### src/rtl/scpu_prog_loader.sv
// scpu_prog_loader: accepts a program as a byte stream (length header, then
// hi/lo instruction bytes), writes it into instruction memory, then sequences
// ins_index through the program and returns each CPU result tagged with its index.
// Optional trailing XOR checksum byte: define SCPU_LOADER_CKSUM_EN.
module scpu_prog_loader #(
   parameter int unsigned PIPE_LAT = 4,
   parameter int unsigned ADDR_W   = 8
) (
   input  logic              clk,
   input  logic              rst_n,
   input  logic              in_valid,
   output logic              in_ready,
   input  logic [7:0]        in_data,
   output logic              im_we,
   output logic [ADDR_W-1:0] im_addr,
   output logic [15:0]       im_wdata,
   output logic [ADDR_W-1:0] ins_index,
   input  logic [7:0]        cpu_res,
   output logic              out_valid,
   output logic [7:0]        out_data,
   output logic [ADDR_W-1:0] out_idx,
   output logic              busy,
   output logic              done,
   output logic              err
);

   // Drain counter must reach PIPE_LAT
   localparam int unsigned DrainW = $clog2(PIPE_LAT + 2);

   typedef enum logic [2:0] {
      StIdle, StLoadHi, StLoadLo, StCksum, StRun, StDrain, StFin
   } state_e;

   state_e            state_q, state_d;
   logic              accept, start_run;
   logic              in_ready_q;
   logic [ADDR_W-1:0] len_q, cnt_q, pc_q;
   logic [ADDR_W-1:0] cnt_inc, last_pc;
   logic [7:0]        hi_q;
   logic [DrainW-1:0] drain_q;
   logic              im_we_q;
   logic [ADDR_W-1:0] im_addr_q;
   logic [15:0]       im_wdata_q;
   logic [PIPE_LAT-1:0] tag_v_q;
   logic [ADDR_W-1:0] tag_idx_q [PIPE_LAT];
   logic              out_valid_q;
   logic [7:0]        out_data_q;
   logic [ADDR_W-1:0] out_idx_q;

   assign accept    = in_valid && in_ready_q;
   assign cnt_inc   = cnt_q + 1'b1;
   assign last_pc   = len_q - 1'b1;
   assign start_run = (state_d == StRun) && (state_q != StRun);

   assign in_ready  = in_ready_q;
   assign im_we     = im_we_q;
   assign im_addr   = im_addr_q;
   assign im_wdata  = im_wdata_q;
   assign ins_index = pc_q;
   assign out_valid = out_valid_q;
   assign out_data  = out_data_q;
   assign out_idx   = out_idx_q;

`ifdef SCPU_LOADER_CKSUM_EN
   logic [7:0] csum_q;
   logic       err_q;
   assign err = err_q;
`else
   assign err = 1'b0;
`endif

   // Next-state decode and state-derived status outputs
   always_comb begin
      state_d = state_q;
      busy    = (state_q != StIdle);
      done    = (state_q == StFin);
      case (state_q)
         StIdle:   if (accept && (in_data != 8'h00)) state_d = StLoadHi;
         StLoadHi: if (accept) state_d = StLoadLo;
         StLoadLo: begin
            if (accept) begin
               if (cnt_inc == len_q) begin
`ifdef SCPU_LOADER_CKSUM_EN
                  state_d = StCksum;
`else
                  state_d = StRun;
`endif
               end else begin
                  state_d = StLoadHi;
               end
            end
         end
`ifdef SCPU_LOADER_CKSUM_EN
         StCksum:  if (accept) state_d = (in_data == csum_q) ? StRun : StFin;
`else
         StCksum:  state_d = StIdle;
`endif
         StRun:    if (pc_q == last_pc) state_d = StDrain;
         StDrain:  if (drain_q == DrainW'(PIPE_LAT)) state_d = StFin;
         StFin:    state_d = StIdle;
         default:  state_d = StIdle;
      endcase
   end

   // FSM state register
   always_ff @(posedge clk) begin
      if (!rst_n) state_q <= StIdle;
      else        state_q <= state_d;
   end

   // Byte capture, instruction-memory write port and pc sequencing
   always_ff @(posedge clk) begin
      if (!rst_n) begin
         in_ready_q <= 1'b0;
         len_q      <= '0;
         cnt_q      <= '0;
         pc_q       <= '0;
         hi_q       <= '0;
         drain_q    <= '0;
         im_we_q    <= 1'b0;
         im_addr_q  <= '0;
         im_wdata_q <= '0;
      end else begin
         im_we_q    <= 1'b0;
         in_ready_q <= state_d inside {StIdle, StLoadHi, StLoadLo, StCksum};
         case (state_q)
            StIdle: begin
               if (accept && (in_data != 8'h00)) begin
                  len_q <= ADDR_W'(in_data);
                  cnt_q <= '0;
               end
            end
            StLoadHi: if (accept) hi_q <= in_data;
            StLoadLo: begin
               if (accept) begin
                  im_we_q    <= 1'b1;
                  im_addr_q  <= cnt_q;
                  im_wdata_q <= {hi_q, in_data};
                  cnt_q      <= cnt_inc;
               end
            end
            StRun: begin
               drain_q <= '0;
               if (pc_q != last_pc) pc_q <= pc_q + 1'b1;
            end
            StDrain:  drain_q <= drain_q + 1'b1;
            default:  ;
         endcase
         if (start_run) pc_q <= '0;
      end
   end

   // Result tags track each presented index through the CPU pipeline
   always_ff @(posedge clk) begin
      if (!rst_n) begin
         tag_v_q     <= '0;
         out_valid_q <= 1'b0;
         out_data_q  <= '0;
         out_idx_q   <= '0;
         for (int i = 0; i < PIPE_LAT; i++) tag_idx_q[i] <= '0;
      end else begin
         tag_v_q[0]   <= (state_q == StRun);
         tag_idx_q[0] <= pc_q;
         for (int i = 1; i < PIPE_LAT; i++) begin
            tag_v_q[i]   <= tag_v_q[i-1];
            tag_idx_q[i] <= tag_idx_q[i-1];
         end
         out_valid_q <= tag_v_q[PIPE_LAT-1];
         if (tag_v_q[PIPE_LAT-1]) begin
            out_data_q <= cpu_res;
            out_idx_q  <= tag_idx_q[PIPE_LAT-1];
         end
      end
   end

`ifdef SCPU_LOADER_CKSUM_EN
   // Running XOR of instruction bytes; err is sticky until the next header
   always_ff @(posedge clk) begin
      if (!rst_n) begin
         csum_q <= '0;
         err_q  <= 1'b0;
      end else if (accept) begin
         case (state_q)
            StIdle: begin
               if (in_data != 8'h00) begin
                  csum_q <= '0;
                  err_q  <= 1'b0;
               end
            end
            StLoadHi, StLoadLo: csum_q <= csum_q ^ in_data;
            StCksum:  if (in_data != csum_q) err_q <= 1'b1;
            default:  ;
         endcase
      end
   end
`endif

endmodule

### config.mk
export PLATFORM = sky130hd
export DESIGN_NAME = scpu_prog_loader
export DESIGN_NICKNAME = d
export VERILOG_FILES = /design/src/rtl/scpu_prog_loader.sv
export SDC_FILE = /design/constraint.sdc
export NUM_CORES = 1
export LEC_CHECK = 0
export CORE_MARGIN = 2
export CORE_UTILIZATION = 53
export DETAILED_ROUTE_END_ITERATION = 6
export PLACE_DENSITY = 0.85
export SETUP_SLACK_MARGIN = 0.02
export SLEW_MARGIN = 10
export SYNTH_ARGS = -nofsm -noshare
export SYNTH_HDL_FRONTEND = slang
export SYNTH_SLANG_ARGS = --single-unit
export TNS_END_PERCENT = 50
### constraint.sdc
create_clock -name clk -period 2.5 [get_ports clk]
set_input_delay 0.75 -clock clk [delete_from_list [all_inputs] [get_ports clk]]
set_output_delay 0.75 -clock clk [all_outputs]
set_load 0.005 [all_outputs]
# [Yosys cells after proc, flatten, opt, wreduce, memory -nomap -nowiden]
# Memory sizes are Yosys's and may differ from the RTL's. A register that Yosys moved wholly into a read port is not among the register bits.
# Cells that the tools add are included.
[totals] word_cells=75 in_bits=19 ramBits=32 output_inout_bits=54 mem_count=1 register_bits=77
[mem_list] memory="tag_idx_q" depth=4 word_bits=8 rd=4 rd_ports_with_merged_regs=1 write_ports=4 line_no="45" rtl="logic [ADDR_W-1:0] tag_idx_q [PIPE_LAT];"
[op_classes] n_bitwise=5 n_addsub=4 n_mux=18 reduce_logical=18 n_eq_ne=16
[ops] op="2-to-1 mux 8 bit" n=6
[ops] op="2-to-1 mux 3 bit" n=6
[ops] op="adder 8 x 1 -> 8 bit, second input constant" n=2
[ops] op="== test 8 bit" n=2
[ops] op="one-hot mux 8 bit (2 select lines)" n=1
[ops] op="== test 3 bit, second input constant" n=5
[ops] op="one-hot mux 3 bit (5 select lines)" n=1
[ops] op="AND reduction 2 bit" n=5
[ops] op="== test 3 x 2 -> 1 bit, second input constant" n=3
[ops] op="!= test 8 bit" n=1
[ops] op="nonzero test 8 bit" n=1
[ops] op="subtractor 8 x 1 -> 8 bit, second input constant" n=1
[ops] op="== test 3 x 1 -> 1 bit, second input constant" n=2
[ops] op="logical NOT 3 bit" n=2
[ops] op="one-hot mux 3 bit (2 select lines)" n=1
[ops] op="!= test 2 bit, second input constant" n=2
[ops] op="bitwise OR 1 bit" n=4
[ops] op="nonzero test 2 bit" n=2
[ops] op="nonzero test 4 bit" n=1
[ops] op="adder 3 x 1 -> 3 bit, second input constant" n=1
[ops] op="logical AND 1 bit" n=3
[ops] op="2-to-1 mux 1 bit" n=3
[ops] op="!= test 3 bit, second input constant" n=1
[ops] op="AND reduction 3 bit" n=1
[ops] op="4 further kinds" n=4

# [Longest topological paths before layout]
[depth] ltp_word=8 ltp_mapped=9 mapped_depth_nobuf=8

# [Worst setup path before layout]
# No wires, ideal clock.
[synth_timing] kind="register to register" from="register cnt_q[0]" to="register pc_q[5], in the netlist ins_index[5]" path_buffers=1 arrival_ns=1.974 required_time_ns=2.373 synth_period_minus_slack_ns=2.101 path_slack_ns=0.399 setup_time_ns=0.127 stages_incl_launch_ff=9 cell_sequence="dfxtp_1 -> ha_1 -> nand3_2 -> nor2_1 -> xnor2_2 -> a2111o_1 -> buf_6 -> o21ai_1 -> mux2i_1"
[synth_via] elab_chain_cells=8
[synth_lines] item="start, declared" line_no="37" rtl="logic [ADDR_W-1:0] len_q, cnt_q, pc_q;"
[synth_lines] item="start signal, assigned" line_no="139" rtl="cnt_q <= cnt_inc;"
[synth_lines] item="adder 8 x 1 -> 8 bit" line_no="51" rtl="assign cnt_inc = cnt_q + 1'b1;"
[synth_lines] item="== test 8 bit" line_no="82" rtl="if (cnt_inc == len_q) begin"
[synth_lines] item="2-to-1 mux 3 bit" line_no="82"
[synth_lines] item="2-to-1 mux 3 bit" line_no="81" rtl="if (accept) begin"
[synth_lines] item="one-hot mux 3 bit (5 select lines)" line_no="77" rtl="case (state_q)"
[synth_lines] item="== test 3 bit" line_no="53" rtl="assign start_run = (state_d == StRun) && (state_q != StRun);"
[synth_lines] item="logical AND 1 bit" line_no="53"
[synth_lines] item="OR reduction 2 bit (no source line)"
[synth_lines] item="end signal, assigned" line_no="144" rtl="if (pc_q != last_pc) pc_q <= pc_q + 1'b1;"
[synth_lines] item="end, declared" line_no="37"
# Every way passes these cells.
# A chain may end at the register's enable or synchronous reset.

# [Worst setup path in the final report]
[layout_timing] from="register state_q[1]" to="output port done"
[layout_via] elab_chain_cells=1
[layout_lines] item="start, declared" line_no="34" rtl="state_e state_q, state_d;"
[layout_lines] item="start signal, assigned" line_no="107" rtl="if (!rst_n) state_q <= StIdle;"
[layout_lines] item="start signal, assigned" line_no="108" rtl="else state_q <= state_d;"
[layout_lines] item="== test 3 bit" line_no="76" rtl="done = (state_q == StFin);"
[layout_lines] item="end, declared" line_no="23" rtl="output logic done,"
# Every way passes these cells.

==> out/qor.csv <==
metric;value;unit
rsz0062_at_grt;true;
synth_compound_area_frac;0.115;
yosysSeqAreaShare;0.494;
fmax;415;MHz
start_util;0.546;
cp_max_fo;10;
grt_overflow;0;
num_io_pins;73;
synthAdderAreaFrac;0.0132;
power_frac_seq;0.415;
post-route-period-util;0.963;
swShare;0.213;
drive_gt1_frac;0.117;
n_fill_cell;611;
first_pass_iters;4;
hold_viol_final;0;
clock_skew;0.0135;ns
regToRegStartpoint;len_q[0]$_SDFFE_PN0P_;
root_buffer;clkbuf_8;
drv_slew;0;
synth_top_family_by_area;simple AND/OR/NAND/NOR gates;
r2r_slack;0.26;ns
use_met1;0.279;
p_switching;0.976;mW
num_vias;3880;
post_drt_wl_per_cell;14.7;um
synthCells;525;
muxShareOfSynthArea;0.0802;
p_leak;2.32;nW
max_cap_viol_count;0;
post_cts_buffers;0;
layout_min_cycle_time;2.41;ns
multi_input_area;0.00223;sq mm
dp_hpwl;7110;um
gp_congestion;0.879;
grt_pass1_wl;18000;um
clk_pin_slew;0.06;ns
syn-num-nets;549;
fin_ws;0.0915;ns
cts_tree;built;
critical_path_class;register to primary output;
drc;0;
yosys.area_share.simple;0.222;
cts.sinks;117;
drtIter0Drc;207;
grt_util_met3;0.0688;
async_flop_share;0;
power-per-cell-area;734;mW/mm^2
htree_levels;4;
rows;34;
critPathCaptureType;primary output;
totalWireLength;10600;um
start_kind;register;
final_cells;725;
io_buffer_count;71;
die_h;98.6;um
synth_edf_count;0;
cp.arrival;1.66;ns
grtUsageMet2;0.377;
yosysWarnings;0;
startpoint;state_q[1]$_SDFF_PN0_;
status;finished clean;
antenna_found_initial;0;
synth-seq-cells;117;
ys.flop_type;dfxtp_1;
hold_slack;0.425;ns
internal_power;3.60;mW
synth_xor_area_frac;0.0348;
endpoint;done;
worstMarginPinSlew;0.928;ns
relSlewSlack;0.381;
hold_class;register to register;
coreArea;0.00868;sq mm
reg2reg_depth;7;
ant_nets;0;
ys_types;52;
finalSetupViolations;0;
worstHoldPathCells;1;
worst_skew_pair.late_latency;0.52;ns
die_x;98.6;um
regArea;0.00235;sq mm
pwr-share-clk;0.534;
antennaDiodeCount;0;
pre_cts_ws;-0.0950;ns
reg2reg_to;ins_index[0]$_SDFFE_PP0P_;
p_comb_frac;0.050;
top_usage_layer;met2;
critical_path_required;1.75;ns
vdd_drop_max;0.505;mV
area_growth;31.5;%
grt_max_degree;45;
netlist_area;0.00474;sq mm
fin_setup_tns;0;ns
nets;629;
routed_via_density;5.35;
clock_path_buffers;2;
die_area;0.00972;sq mm
grt_usage;0.230;
placed_cells;694;
cts_buffers;17;
grt_pass1_vias;3873;
syn_avg_cell_area;9.03;sq um
-- layout by cell type, fill, tap and decap left out, types with 7 or more instances in the layout --
cell	Yosys	final
dfxtp_1	117	114
clkdlybuf4s50_1	0	71
nand2_1	63	63
nor2_1	58	57
a21oi_1	48	48
mux2i_1	38	38
and2_1	38	38
buf_4	3	23
clkbuf_16	0	16
o21ai_0	15	15
xor2_1	10	10
o21ai_1	10	10
nand3_1	8	8
xnor2_1	7	7
-- timing repair --
action                                  in CTS  in global routing
endpoints found under the setup margin       2                  4
endpoints found under the hold margin        0                  0
gates resized for setup                      3                  3
hold buffers                                 0                  0
-- cells in the mapped netlist, drive strengths merged (6+ instances only) --
master / n / area (sq um)
a21oi: 48 / 240
xnor2: 8 / 77.6
o21ai: 26 / 134
buf: 13 / 87.6
xor2: 10 / 87.6
inv: 6 / 22.5
nor3: 7 / 40.0
nor2: 58 / 218
nand2: 63 / 236
nand3: 10 / 67.6
and2: 38 / 238
clkbuf: 21 / 78.8
nor2b: 6 / 37.5
dfxtp: 117 / 2340
mux2i: 38 / 380
-- metal layers --
metal  routed length, um  up-vias
met5                   0        -
met4                 218        0
met3                 629       22
met2                5240      124
met1                4560     1812
li1                    -     1922
-- stage by stage --
step | instance area, sq um | power [mW] | util
finish | 6230 | 4.58 | 0.718
global placement | 5620 | 2.15 | 0.648
detailed placement | 5620 | 2.16 | 0.648
CTS | 6230 | 4.61 | 0.718
floorplan | 4740 | 2.07 | -
global route | 6230 | 4.71 | 0.718
-- sequential cells by signal (all words and copies together), names as in the netlist --
register	flops
tag_idx_q	32
state_q	3
im_we	1
out_data	8
cnt_q	8
ins_index	8
out_idx	8
len_q	8
drain_q	3
hi_q	8
im_addr	8
im_wdata	16
tag_v_q	4
out_valid	1
in_ready	1
-- cell type report --
class,instances,area share
clock inverter,12,0.0289
sequential,117,0.376
inverter,6,0.00361
timing repair buffer,95,0.145
tap,108,0.0217
clock buffer,19,0.0676
multi-input combinational,368,0.357
-- worst min path at each step --
stage                     slack (ns)                         end                       start
after floorplan                 0.41  tag_idx_q[1][0]$_SDFF_PN0_  tag_idx_q[0][0]$_SDFF_PN0_
after global placement          0.41       tag_v_q[2]$_SDFF_PN0_       tag_v_q[1]$_SDFF_PN0_
after CTS                       0.43  tag_idx_q[2][0]$_SDFF_PN0_  tag_idx_q[1][0]$_SDFF_PN0_
final                           0.42  tag_idx_q[2][0]$_SDFF_PN0_  tag_idx_q[1][0]$_SDFF_PN0_
after global routing            0.44  tag_idx_q[2][4]$_SDFF_PN0_  tag_idx_q[1][4]$_SDFF_PN0_
after detailed placement        0.42       tag_v_q[2]$_SDFF_PN0_       tag_v_q[1]$_SDFF_PN0_
-- power groups by stage --
stage | Clock (mW) | Sequential, mW | Combinational [mW]
after CTS | 2.48 | 1.90 | 0.229
final | 2.45 | 1.90 | 0.231
after global placement | 0 | 1.94 | 0.216
after detailed placement | 0 | 1.94 | 0.224
after floorplan | 0 | 1.93 | 0.141
after global routing | 2.55 | 1.90 | 0.253
-- logic make-up (layout without fill, tap and decap cells) --
group,after synthesis,count (layout)
xor+xnor,18,18
simple gates,212,212
flops,117,117
compound gates,94,94
buf+inv,40,132
mux,38,38
other cells,1,1
fa+ha+maj,5,5
-- critical path, cell delays in order (launching register included) --
cell	delay, ns
dfxtp_2	0.44
nand2b_4	0.09
nor2_1	0.10
clkdlybuf4s50_1	0.50
Power figures use the tool's default switching activity.
